==> config.mk <==
export PLATFORM = sky130hd
export DESIGN_NAME = johnson_seq_ctrl
export DESIGN_NICKNAME = d
export VERILOG_FILES = /design/src/rtl/johnson_seq_ctrl.sv
export SDC_FILE = /design/constraint.sdc
export NUM_CORES = 1
export LEC_CHECK = 0
export CAP_MARGIN = 20
export CORE_ASPECT_RATIO = 0.7
export CORE_UTILIZATION = 35
export DETAILED_ROUTE_END_ITERATION = 16
export DONT_BUFFER_PORTS = 1
export REMOVE_ABC_BUFFERS = 1
export SLEW_MARGIN = 40
export SYNTH_ARGS = -nofsm -noshare
export SYNTH_HDL_FRONTEND = slang
export SYNTH_SLANG_ARGS = --single-unit
==> constraint.sdc <==
create_clock -name clk -period 3.32 [get_ports clk]
set_input_delay 0.664 -clock clk [delete_from_list [all_inputs] [get_ports clk]]
set_output_delay 0.664 -clock clk [all_outputs]
set_load 0.01 [all_outputs]
==> src/rtl/johnson_seq_ctrl.sv <==
// Run-length sequencer around a WIDTH-bit Johnson ring: forward/reverse runs,
// pause/resume, abort, preload, phase decode and a fault trap for illegal codes.
module johnson_seq_ctrl #(
  parameter int WIDTH = 4,
  parameter int CNT_W = 8,
  parameter int PH_W  = $clog2(2*WIDTH)
) (
  input  logic             clk,
  input  logic             rst,
  input  logic             start,
  input  logic             dir,
  input  logic [CNT_W-1:0] len,
  input  logic             pause,
  input  logic             abort,
  input  logic             load,
  input  logic [WIDTH-1:0] load_val,
  output logic [WIDTH-1:0] q,
  output logic [PH_W-1:0]  phase,
  output logic             busy,
  output logic             done,
  output logic             aborted,
  output logic             err,
  output logic [1:0]       dbg_state
);

  localparam logic [1:0] S_IDLE  = 2'd0;
  localparam logic [1:0] S_RUN   = 2'd1;
  localparam logic [1:0] S_HOLD  = 2'd2;
  localparam logic [1:0] S_FAULT = 2'd3;

  logic [1:0]       state_q, state_d;
  logic [WIDTH-1:0] q_q, q_d;
  logic [CNT_W-1:0] rem_q, rem_d;
  logic             dir_q, dir_d;
  logic             done_q, done_d;
  logic             aborted_q, aborted_d;

  logic [WIDTH-1:0] q_fwd, q_rev, q_step;
  logic             q_legal, load_legal;

  // A Johnson code is legal exactly when it has at most one 0/1 boundary
  // between adjacent bits (a single contiguous run of ones at either end).
  function automatic logic is_legal(input logic [WIDTH-1:0] v);
    int t;
    t = 0;
    for (int i = 0; i < WIDTH-1; i++) begin
      t += int'(v[i] ^ v[i+1]);
    end
    return (t <= 1);
  endfunction

  assign q_fwd      = {~q_q[0], q_q[WIDTH-1:1]};
  assign q_rev      = {q_q[WIDTH-2:0], ~q_q[WIDTH-1]};
  assign q_step     = dir_q ? q_rev : q_fwd;
  assign q_legal    = is_legal(q_q);
  assign load_legal = is_legal(load_val);

  always_comb begin
    state_d   = state_q;
    q_d       = q_q;
    rem_d     = rem_q;
    dir_d     = dir_q;
    done_d    = 1'b0;
    aborted_d = 1'b0;
    case (state_q)
      S_IDLE: begin
        if (!q_legal) begin
          state_d = S_FAULT;
          q_d     = '0;
          rem_d   = '0;
        end else if (load) begin
          if (load_legal) begin
            q_d = load_val;
          end else begin
            state_d = S_FAULT;
            q_d     = '0;
            rem_d   = '0;
          end
        end else if (start) begin
          if (len != '0) begin
            state_d = S_RUN;
            dir_d   = dir;
            rem_d   = len;
          end else begin
            done_d = 1'b1;
          end
        end
      end
      S_RUN: begin
        if (abort) begin
          state_d   = S_IDLE;
          q_d       = '0;
          rem_d     = '0;
          aborted_d = 1'b1;
        end else if (!q_legal) begin
          state_d = S_FAULT;
          q_d     = '0;
          rem_d   = '0;
        end else if (pause) begin
          state_d = S_HOLD;
        end else begin
          q_d   = q_step;
          rem_d = rem_q - 1'b1;
          if (rem_q == CNT_W'(1)) begin
            state_d = S_IDLE;
            done_d  = 1'b1;
          end
        end
      end
      S_HOLD: begin
        if (abort) begin
          state_d   = S_IDLE;
          q_d       = '0;
          rem_d     = '0;
          aborted_d = 1'b1;
        end else if (!q_legal) begin
          state_d = S_FAULT;
          q_d     = '0;
          rem_d   = '0;
        end else if (load) begin
          if (load_legal) begin
            q_d = load_val;
          end else begin
            state_d = S_FAULT;
            q_d     = '0;
            rem_d   = '0;
          end
        end else if (!pause) begin
          state_d = S_RUN;
        end
      end
      default: begin
        // FAULT holds the ring at zero until the host acknowledges with abort.
        q_d   = '0;
        rem_d = '0;
        if (abort) begin
          state_d = S_IDLE;
        end
      end
    endcase
  end

  always_ff @(posedge clk or posedge rst) begin
    if (rst) begin
      state_q   <= S_IDLE;
      q_q       <= '0;
      rem_q     <= '0;
      dir_q     <= 1'b0;
      done_q    <= 1'b0;
      aborted_q <= 1'b0;
    end else begin
      state_q   <= state_d;
      q_q       <= q_d;
      rem_q     <= rem_d;
      dir_q     <= dir_d;
      done_q    <= done_d;
      aborted_q <= aborted_d;
    end
  end

  // Phase index: ones filling from the top count up, ones draining from the
  // top count on from WIDTH towards 2*WIDTH-1.
  always_comb begin
    int pop;
    pop = 0;
    for (int i = 0; i < WIDTH; i++) begin
      pop += int'(q_q[i]);
    end
    if (q_q == '0 || q_q[WIDTH-1]) begin
      phase = PH_W'(pop);
    end else begin
      phase = PH_W'(2*WIDTH - pop);
    end
  end

  assign q         = q_q;
  assign busy      = (state_q == S_RUN) || (state_q == S_HOLD);
  assign done      = done_q;
  assign aborted   = aborted_q;
  assign err       = (state_q == S_FAULT);
  assign dbg_state = state_q;

endmodule

==> impl_metrics.py <==
metrics = {
    "timing": {
        "slew_headroom_pct": 54.74,
        "max_freq_mhz": 334.0,
        "setup_tns_ns": 0,
        "slew_violations": 0,
        "post-route-period-util_pct": 90.19,
        "period_needed_ns": 2.994,
        "setup_violations": 0,
        "finalWorstSetupSlack_ns": 0.3255,
        "hold_viol": 0,
        "rsz0062_at_grt": "no",
        "worstMarginPinSlew_ns": 0.6748,
        "skew_ns": 0.009700,
    },
    "placed_design": {
        "dp_hpwl_um": 3187,
        "port_buffers": 0,
        "gp_congestion": 0.8311,
        "place_ws_ns": 0.5746,
        "placed_cells": 245,
    },
    "cts": {
        "cts_made_buffers": 3,
        "htree_levels": 1,
        "cts_tree": "built",
        "clockRootBuffer": "clkbuf_8",
        "cts_setup_buffers": 0,
        "clk_latency_ns": 0.26,
        "clockBufferDepth": 2,
        "post_cts_resized": 0,
        "clkTransAtPathRegs_ns": 0.08,
        "clock_sinks": 17,
        "hold_buffers": 0,
    },
    "worst_setup_path": {
        "cp.arrival_ns": 2.33,
        "worstReg2RegStart": "q[0]",
        "reg2reg_slack_ns": 0.62,
        "critPathMaxFanout": 6,
        "crit_required_ns": 2.66,
        "crit_end": "phase[2]",
        "endpoint_kind": "output port",
        "crit_start": "q[0]",
        "ff2ff_path_depth": 9,
        "critPathKind": "reg -> out",
        "start_kind": "flop",
        "reg2reg_to": "q[2]",
    },
    "yosys": {
        "netlist_area_um2": 1635,
        "synthAdderAreaFrac_pct": 11.94,
        "synth_compound_area_share_pct": 28.84,
        "yosysWarnings": 0,
        "yosys_register_bits": 17,
        "synth.top_cell.area_share_pct": 26.01,
        "synth-simple-area-share_pct": 19.13,
        "synth-seq-area-share_pct": 26.01,
        "ys_types": 50,
        "synth.area.top_cells": "dfrtp_1 26%, ha_1 11%, a22o_1 4.3%, o21ai_0 3.7%, inv_1 3.4%",
        "synth_edf_count": 0,
        "yosysTopAreaCell": "dfrtp_1",
        "synth-xor-area-share_pct": 5.432,
        "async_flop_share_pct": 100.0,
        "synth.avg_cell_area_um2": 8.517,
        "muxShareOfSynthArea_pct": 2.525,
        "syn_inst": 192,
        "synthFlopType": "dfrtp_1",
        "synth_top_family_by_area": "compound AO/OA/AOI/OAI gates",
    },
    "die": {
        "die_h_um": 59.19,
        "initial_utilization_pct": 37.13,
        "core_area_um2": 4404,
        "die_w_um": 83.70,
        "rows": 20,
        "die-area_um2": 4954,
        "ios": 32,
    },
    "detailed_routing": {
        "num_vias": 1465,
        "wl_um": 4243,
        "wl_per_cell_um": 17.04,
        "via_per_inst": 5.884,
        "drc_errors": 0,
        "drtAntennaViolNets": 0,
        "first_pass_iters": 4,
        "drt_iter0_drc": 136,
    },
    "grt": {
        "grt_max_degree": 21,
        "grt_pass1_vias": 1288,
        "antenna_found_initial": 0,
        "gr-total-overflow": 0,
        "grt_usage_pct": 17.94,
        "grt_first_pass_wirelength_um": 6893,
    },
    "layout": {
        "finalCoreUtilization_pct": 39.91,
        "syn_to_final_growth_pct": 7.498,
        "fin_cells": 249,
        "fin_nets": 229,
        "diodes": 0,
        "drive_gt1_share_pct": 8.247,
        "final_common_cell": "dfrtp_1",
        "nFillCells": 453,
        "final_cell_mix": "17 x dfrtp_1, 15 x nand2_1, 14 x inv_1, 14 x ha_1, 13 x nor2_1",
    },
    "worst_hold_path": {
        "hold_class": "in -> async",
    },
    "power_and_ir_drop": {
        "peakVddDrop_mv": 0.4392,
        "power_mw": 1.705,
        "p_per_area_nw_per_um2": 969.7,
        "static-leakage-power_nw": 0.7342,
    },
    "status": {
        "status": "completed",
    },
    "flow_run": {
        "maxCapViolations": 0,
    },
}
## Yosys cell counts, types with 2 or more instances
cell and count:
dfrtp_1 17, inv_1 15, nand2_1 15, ha_1 14
nor2_1 13, o21ai_0 12, a21oi_1 10, a22o_1 8
a31oi_1 8, xor2_1 6, clkbuf_1 5, nand3_1 5
nor2b_1 5, nor4_1 4, o22ai_1 4, and2_1 3
mux2i_1 3, nand2b_1 3, a211oi_1 2, a221o_1 2
a2bb2oi_1 2, a32oi_1 2, buf_2 2, nand3b_1 2
nand4b_1 2, nor3_1 2, nor4b_1 2, or3_1 2
## area by class of cell
class,instances,area [um^2],area share [%]
inverters,15,56.30,3.203
repair buffers,7,52.55,2.989
multi-input cells,151,1110,63.13
well taps,55,68.82,3.915
clock buffers,4,45.04,2.562
flip-flops and latches,17,425.4,24.20
## kinds of logic after synthesis
| group | count (synthesis) |
|---|---|
| simple gates | 60 |
| xor+xnor | 8 |
| flops | 17 |
| buf+inv | 24 |
| fa+ha+maj | 15 |
| mux | 4 |
| compound gates | 64 |
## power breakdown
part	total, mW	internal, mW	switching (mW)
clock network	0.162	0.0854	0.0764
logic	1.16	0.466	0.693
registers	0.384	0.279	0.105
## per-stage QoR
step,hold slack (ns),area [um^2]
floorplan,0.4969,1592
global placement,0.5502,1713
detailed placement,0.5491,1713
CTS,0.4362,1758
global route,0.3518,1758
finish,0.3000,1758
## worst min-delay path by stage
stage | startpoint | end | slack (ns) | cells past startpoint
final | rst | q[2] | 0.30 | 1
after CTS | rst | q[2] | 0.44 | 1
after global routing | rst | q[2] | 0.35 | 1
after floorplan | rem_q[5] | rem_q[5] | 0.50 | 1
after detailed placement | rem_q[7] | rem_q[7] | 0.55 | 1
after global placement | rem_q[7] | rem_q[7] | 0.55 | 1
## critical path: stages, from the launching register on
cell and delay, ns:
dfrtp_1 0.48, fa_1 0.51, ha_1 0.19, ha_1 0.26
inv_1 0.04, ha_1 0.17, nor2b_1 0.15, xor2_1 0.26
## metal layers
layer / GRT usage [%] / wire (um) / vias to the layer above
met1: 27.35 / 2170 / 692
met5: 0 / 0 / -
li1: - / - / 716
met4: 2.906 / 14 / 0
met3: 6.128 / 369 / 2
met2: 24.39 / 1688 / 55
## sequential cells by signal (all words and copies together) (netlist names)
signal     cells
q              4
aborted        1
done           1
dir_q          1
rem_q          8
dbg_state      2
(Power assumes the default switching activity.)
